<file path="src/rtl/serial_adder.sv">
// Digit-serial two's-complement adder/subtractor, DIGIT bits per clock, LSB digit first.
// Latency: Done pulses N = WIDTH/DIGIT edges after the accepting edge (N+1 edges counting that edge).
// Backpressure: Start is ignored while Busy; Start is accepted in IDLE or in the Done cycle.
module serial_adder #(
  parameter int WIDTH = 16,
  parameter int DIGIT = 4
) (
  input  logic             Clk,
  input  logic             Rst,
  input  logic             Start,
  input  logic             Mode,
  input  logic [WIDTH-1:0] A,
  input  logic [WIDTH-1:0] B,
  input  logic             Cin,
  output logic             Busy,
  output logic             Done,
  output logic [WIDTH-1:0] Sum,
  output logic             Carry,
  output logic             Overflow
);

  localparam int N  = WIDTH / DIGIT;
  localparam int CW = (N > 1) ? $clog2(N) : 1;

  typedef enum logic [1:0] {IDLE, BUSY, DONE} state_t;

  state_t           state_q, state_d;
  // Operands are shifted right one digit per BUSY edge so digit 0 is always the live one.
  logic [WIDTH-1:0] a_q, a_d, b_q, b_d;
  // Partial sum fills in from the top; after N digits it holds the full result.
  logic [WIDTH-1:0] acc_q, acc_d;
  logic [WIDTH-1:0] sum_q, sum_d;
  logic             c_q, c_d;
  logic             carry_q, carry_d;
  logic             ovf_q, ovf_d;
  logic [CW-1:0]    cnt_q, cnt_d;

  logic [DIGIT-1:0] a_dig, b_dig, s_dig;
  logic             c_out;
  logic             last;
  logic [WIDTH-1:0] acc_shift;

  assign a_dig = a_q[DIGIT-1:0];
  assign b_dig = b_q[DIGIT-1:0];
  assign {c_out, s_dig} = {1'b0, a_dig} + {1'b0, b_dig} + {{DIGIT{1'b0}}, c_q};
  assign last      = (cnt_q == CW'(N - 1));
  assign acc_shift = (acc_q >> DIGIT) | (WIDTH'(s_dig) << (WIDTH - DIGIT));

  // Next-state and datapath update: capture on accepted Start, one digit per BUSY cycle.
  always_comb begin
    state_d = state_q;
    a_d     = a_q;
    b_d     = b_q;
    acc_d   = acc_q;
    sum_d   = sum_q;
    c_d     = c_q;
    carry_d = carry_q;
    ovf_d   = ovf_q;
    cnt_d   = cnt_q;
    case (state_q)
      IDLE, DONE: begin
        if (Start) begin
          state_d = BUSY;
          a_d     = A;
          // Subtraction is A + ~B + 1: invert B once here and seed the carry with 1.
          b_d     = Mode ? ~B : B;
          c_d     = Mode ? 1'b1 : Cin;
          acc_d   = '0;
          cnt_d   = '0;
        end else begin
          state_d = IDLE;
        end
      end
      BUSY: begin
        a_d   = a_q >> DIGIT;
        b_d   = b_q >> DIGIT;
        c_d   = c_out;
        acc_d = acc_shift;
        if (last) begin
          // Counter holds here rather than wrapping; it is cleared on the next capture.
          state_d = DONE;
          sum_d   = acc_shift;
          carry_d = c_out;
          // Same-sign operands producing a different-sign result is exactly
          // carry-into-MSB XOR carry-out-of-MSB (B here is already inverted for subtract).
          ovf_d   = (a_dig[DIGIT-1] == b_dig[DIGIT-1]) && (s_dig[DIGIT-1] != a_dig[DIGIT-1]);
        end else begin
          cnt_d = cnt_q + 1'b1;
        end
      end
      default: state_d = IDLE;
    endcase
  end

  // State and datapath registers with synchronous reset taking priority over Start.
  always_ff @(posedge Clk) begin
    if (Rst) begin
      state_q <= IDLE;
      a_q     <= '0;
      b_q     <= '0;
      acc_q   <= '0;
      sum_q   <= '0;
      c_q     <= 1'b0;
      carry_q <= 1'b0;
      ovf_q   <= 1'b0;
      cnt_q   <= '0;
    end else begin
      state_q <= state_d;
      a_q     <= a_d;
      b_q     <= b_d;
      acc_q   <= acc_d;
      sum_q   <= sum_d;
      c_q     <= c_d;
      carry_q <= carry_d;
      ovf_q   <= ovf_d;
      cnt_q   <= cnt_d;
    end
  end

  assign Busy     = (state_q == BUSY);
  assign Done     = (state_q == DONE);
  assign Sum      = sum_q;
  assign Carry    = carry_q;
  assign Overflow = ovf_q;

endmodule

</file>
<file path="config.mk">
export PLATFORM = sky130hd
export DESIGN_NAME = serial_adder
export DESIGN_NICKNAME = d
export VERILOG_FILES = /design/src/rtl/serial_adder.sv
export SDC_FILE = /design/constraint.sdc
export NUM_CORES = 1
export LEC_CHECK = 0
export ABC_AREA = 1
export CAP_MARGIN = 20
export CORE_MARGIN = 3
export CORE_UTILIZATION = 45
export DETAILED_ROUTE_END_ITERATION = 6
export HOLD_SLACK_MARGIN = 0.15
export PLACE_DENSITY = 0.71
export SLEW_MARGIN = 20
export SYNTH_ARGS = -nofsm -noshare
export SYNTH_HDL_FRONTEND = slang
export SYNTH_SLANG_ARGS = --single-unit
</file>
<file path="constraint.sdc">
create_clock -name Clk -period 2.69 [get_ports Clk]
set_input_delay 0.4035 -clock Clk [delete_from_list [all_inputs] [get_ports Clk]]
set_output_delay 0.4035 -clock Clk [all_outputs]
set_load 0.1 [all_outputs]
</file>
# Yosys cells after proc, flatten, opt, wreduce, memory -nomap -nowiden
# Cells that the tools add are included.
[totals]
out_inout_bits = 20
reg_bits = 71
inputBits = 37
[classes]
n_eq_ne = 8
mux = 16
reduce_logical = 7
n_addsub = 3
n_bitwise = 2
[ops]
columns = ["operator", "n"]
rows = [
  ["16-bit one-hot mux with 2 select lines", 3],
  ["16-bit two-way mux", 4],
  ["16-bit NOT", 1],
  ["12-bit by 16-bit bitwise OR with 16-bit output", 1],
  ["2-bit one-hot mux with 2 select lines", 2],
  ["2-bit two-way mux", 3],
  ["4-bit by 4-bit adder with 5-bit output", 1],
  ["5-bit by 1-bit adder with 5-bit output", 1],
  ["2-bit == test, second input constant", 2],
  ["2-bit inequality test, second input constant", 2],
  ["2-bit AND reduction", 2],
  ["1-bit two-way mux", 3],
  ["3-bit AND reduction", 1],
  ["2-bit by 1-bit adder with 2-bit output, second input constant", 1],
  ["2-bit by 1-bit == test with 1-bit output, second input constant", 1],
  ["2-bit zero test", 1],
  ["2-bit by 1-bit inequality test with 1-bit output, second input constant", 1],
  ["1-bit one-hot mux with 2 select lines", 1],
  ["2-bit nonzero test", 1],
  ["2-bit OR reduction", 1],
  ["1-bit == test", 1],
  ["1-bit logical AND", 1],
  ["1-bit inequality test", 1],
]

# Logic depth before layout (Yosys ltp)
[logic_depth]
word_depth = 4
mapped_depth = 9

# Worst setup path after synthesis
# Ideal clock, no wire load.
[synth_path]
path_kind = "reg-to-output"
start = "register state_q[1]"
end = "output Done"
path_buffers = 0
arrival_time_ps = 1592
setup_slack_ps = 694
t_required_ps = 2287
stages_incl_launch_ff = 3
cell_sequence = "dfxtp_1 -> inv_1 -> nor2_1"
[synth_between]
elab_chain_cells = 1
[synth_lines]
columns = ["element", "line_no", "rtl"]
rows = [
  ["start, declared", "27", "state_t state_q, state_d;"],
  ["start signal, assigned", "108", "state_q <= state_d;"],
  ["2-bit == test", "121", "assign Done = (state_q == DONE);"],
  ["end, declared", "16", "output logic Done,"],
]
# No other way between the ends.

# Final worst setup path
[layout_path]
start = "register a_q[0]"
end = "register acc_q[13]"
[layout_between]
elab_chain_cells = 4
[layout_lines]
columns = ["element", "line_no", "rtl"]
rows = [
  ["start, declared", "29", "logic [WIDTH-1:0] a_q, a_d, b_q, b_d;"],
  ["start signal, assigned", "99", "a_q <= '0;"],
  ["start signal, assigned", "109", "a_q <= a_d;"],
  ["4-bit by 4-bit adder with 5-bit output", "45", "assign {c_out, s_dig} = {1'b0, a_dig} + {1'b0, b_dig} + {{DIGIT{1'b0}}, c_q};"],
  ["5-bit by 1-bit adder with 5-bit output", "45", ""],
  ["12-bit by 16-bit bitwise OR with 16-bit output", "47", "assign acc_shift = (acc_q >> DIGIT) | (WIDTH'(s_dig) << (WIDTH - DIGIT));"],
  ["16-bit one-hot mux with 2 select lines", "60", "case (state_q)"],
  ["end signal, assigned", "101", "acc_q <= '0;"],
  ["end signal, assigned", "111", "acc_q <= acc_d;"],
  ["end, declared", "31", "logic [WIDTH-1:0] acc_q, acc_d;"],
]
# No other way between the ends.
# A chain may end at the register's enable or synchronous reset.

==> reports/qor.tcl <==
set qor(finalInstanceArea_sq_mm) 0.00364
set qor(via_per_inst) 4.87
set qor(grt_first_pass_wirelength_um) 11000
set qor(start_util_pct) 48.1
set qor(area_of_the_die_sq_mm) 0.00752
set qor(cts_num_sinks) 67
set qor(post-route-period-util_pct) 63.5
set qor(antenna_cells_inserted) 0
set qor(drv.max_cap_violation_count) 0
set qor(pins_over_slew_limit) 0
set qor(clk_transition_reported_paths_ps) 70
set qor(gr-total-overflow) 0
set qor(drive_gt1_share_pct) 10.8
set qor(vias) 2564
set qor(die_width_um) 86.7
set qor(power.density_mw_per_mm2) 622
set qor(synth_top_area_cell) {sky130_fd_sc_hd__dfxtp_1}
set qor(core_ar_sq_mm) 0.00610
set qor(placement.cell_area_sq_mm) 0.00342
set qor(die_h_um) 86.7
set qor(clock-root-buffer) {sky130_fd_sc_hd__clkbuf_8}
set qor(post_synth_instance_area_sq_mm) 0.00293
set qor(post_synth.cell_area_avg_sq_um) 7.40
set qor(area_taken_by_multi_input_logic_gates_sq_mm) 0.00132
set qor(synth_top_family_by_area) {simple AND/OR/NAND/NOR gates}
set qor(clk_latency_ps) 350
set qor(hold_class) {reg -> reg}
set qor(synthDominantCellAreaShare_pct) 45.8
set qor(cts_tree) {yes}
set qor(via_count_of_the_first_global_routing_pass) 2464
set qor(seq_area_frac_synth_pct) 45.8
set qor(final_period_minus_worst_setup_slack_ps) 1710
set qor(synth-compound-area-share_pct) 9.52
set qor(htreeDepth) 3
set qor(setup.worst_path.class) {reg -> reg}
set qor(placer_congestion_estimate) 0.879
set qor(synthesized_flop_and_latch_total) 67
set qor(cp-start-kind) {flip-flop}
set qor(final-setup-viol-count) 0
set qor(floorplan.io_pins) 57
set qor(area_growth_from_synthesis_to_layout_pct) 24.2
set qor(yosysWarnings) 0
set qor(synthXorXnorAreaFrac_pct) 4.78
set qor(grt.total_usage_pct) 18.6
set qor(synth_area_leaders) {sky130_fd_sc_hd__dfxtp_1 46%, sky130_fd_sc_hd__nand2_1 19%, sky130_fd_sc_hd__nand3_1 5.0%}
set qor(tightest_slew_ps) 448
set qor(syn-instance-count) 396
set qor(synth_fa_ha_area_share_pct) 3.07
set qor(placementRows) 28
set qor(max-clock-path-buffers) 2
set qor(worstPathMaxFanout) 3
set qor(dpl.hpwl_um) 4330
set qor(synthSimpleGateAreaFrac_pct) 27.5
set qor(nFillCells) 616
set qor(drc_errors) 0
set qor(cts-buffers-inserted) 9
set qor(timing.critical_path.arrival_ps) 1990
set qor(fin_skew_ps) 8.27
set qor(drt_first_pass_iters) 5
set qor(grt_antenna_before_repair) 0
set qor(highest_ir_drop_seen_on_vdd_mv) 0.361
set qor(status) {finished clean}
set qor(post-cts-setup-buffer-count) 0
set qor(crit_path_end_kind) {flip-flop}
set qor(port_buffers) 56
set qor(synth_nets) 439
set qor(final_util_pct) 59.7
set qor(leakage_nw) 1.62
set qor(synth.area.mux_share_pct) 0
set qor(drt.antenna.violating_nets) 0
set qor(drt-wirelength-per-cell_um) 12.0
set qor(synth.distinct_cells) 25
set qor(largest_net_degree_at_the_start_of_global_routing) 45
set qor(cts_repair_resize_count) 0
set qor(holdBufCountCts) 0
set qor(slew_headroom_pct) 70.1
set qor(finalHoldViolCount) 0
set qor(drt_iter0_drc) 128
set qor(nets) 490
set qor(drt_wl_total_um) 6320
set qor(grt_setup_unrepaired) {false}
set qor(seq_area_sq_mm) 0.00134
set qor(worstPathRequired_ps) 2970
set qor(fmax_ghz) 0.585
set qor(fin_tns_setup_ps) 0
==> per-layer routing <==
layer | share of wire [%] | vias to the layer above | GRT usage, %
li1 | - | 1348 | -
met1 | 47 | 1142 | 22.6
met2 | 47 | 65 | 30.9
met3 | 5.1 | 9 | 4.85
met4 | 1.2 | 0 | 8.07
met5 | 0 | - | 0
==> synth_stat cells, drive strengths merged <==
cell type  number
nor2           21
clkinv          1
clkbuf          3
nand3          29
a31oi          12
ha              4
dfxtp          67
o21a            1
inv            31
o21ai          12
fa              2
nand2         151
xor2           15
nor2b           1
o22ai           1
buf            18
a21oi          26
xnor2           1
==> where the power goes <==
group          total, mW  switching [mW]  internal, mW
combinational      0.294           0.171         0.123
clock              0.906           0.388         0.518
sequential          1.06          0.0274          1.04
total               2.26           0.586          1.68
==> kinds of logic (layout without fill, tap and decap cells) <==
group / after synthesis / count (layout)
and+or+nand+nor: 202 / 202
DFF: 67 / 67
buffers and inverters: 53 / 109
AOI/OAI and AO/OA: 52 / 52
xor gates and xnor gates: 16 / 16
adders and majority gates: 6 / 6
==> cells in the final DEF (no fill, tap or decap) <==
cell type and count:
sky130_fd_sc_hd__clkdlybuf4s50_1 36, sky130_fd_sc_hd__clkinv_1 1, sky130_fd_sc_hd__a31oi_1 12, sky130_fd_sc_hd__nor2_1 20, sky130_fd_sc_hd__xor2_1 15, sky130_fd_sc_hd__fa_1 2
sky130_fd_sc_hd__nor2b_1 1, sky130_fd_sc_hd__buf_4 25, sky130_fd_sc_hd__inv_2 3, sky130_fd_sc_hd__clkinv_2 2, sky130_fd_sc_hd__o21a_1 1, sky130_fd_sc_hd__nor2_2 1
sky130_fd_sc_hd__xnor2_1 1, sky130_fd_sc_hd__clkinvlp_4 3, sky130_fd_sc_hd__o22ai_1 1, sky130_fd_sc_hd__inv_1 27, sky130_fd_sc_hd__a21oi_1 26, sky130_fd_sc_hd__nand3_1 29
sky130_fd_sc_hd__inv_4 1, sky130_fd_sc_hd__o21ai_0 12, sky130_fd_sc_hd__bufinv_16 2, sky130_fd_sc_hd__dfxtp_1 67, sky130_fd_sc_hd__clkbuf_8 9, sky130_fd_sc_hd__ha_1 4
sky130_fd_sc_hd__nand2_1 148, sky130_fd_sc_hd__nand2_2 3
==> area by class of cell <==
class                           count  share of cell area, %
Tap cell                           75                   2.58
Timing Repair Buffer               61                   15.1
Sequential cell                    67                   36.9
Inverter                           32                   3.37
Multi-Input combinational cell    276                   36.2
Clock inverter                      7                   2.54
Clock buffer                        9                   3.40
==> metrics by stage <==
stage          worst slack (ps)  instances  hold WS (ps)  total power [mW]
2_1_floorplan               694        396           432              1.29
3_3_place_gp                985        511           450              1.37
3_5_place_dp                950        511           454              1.38
4_1_cts                     977        527           465              2.28
5_1_grt                     862        527           484              2.37
6_report                    981        527           465              2.26
==> worst paths after layout <==
kind | start | to | slack [ps] | cells after the start
setup / recovery | a_q[0] | acc_q[13] | 980 | 6
hold / removal | a_q[12] | a_q[12] | 470 | 2
setup reg to reg | a_q[0] | acc_q[13] | 980 | 6
hold reg to reg | a_q[12] | a_q[12] | 470 | 2
==> state kept, by name, summed over array words and instances, names as in the netlist <==
register,flops
c_q,1
Carry,1
cnt_q,2
b_q,16
Sum,16
state_q,2
acc_q,12
Overflow,1
a_q,16
==> worst max-delay path, cell delays in order, from the launching register on <==
cell and delay [ps]:
sky130_fd_sc_hd__dfxtp_1 340, sky130_fd_sc_hd__fa_1 470, sky130_fd_sc_hd__inv_1 90, sky130_fd_sc_hd__fa_1 440, sky130_fd_sc_hd__o22ai_1 180, sky130_fd_sc_hd__inv_1 50
sky130_fd_sc_hd__nor2_1 80
Power figures use the tool's default switching activity.
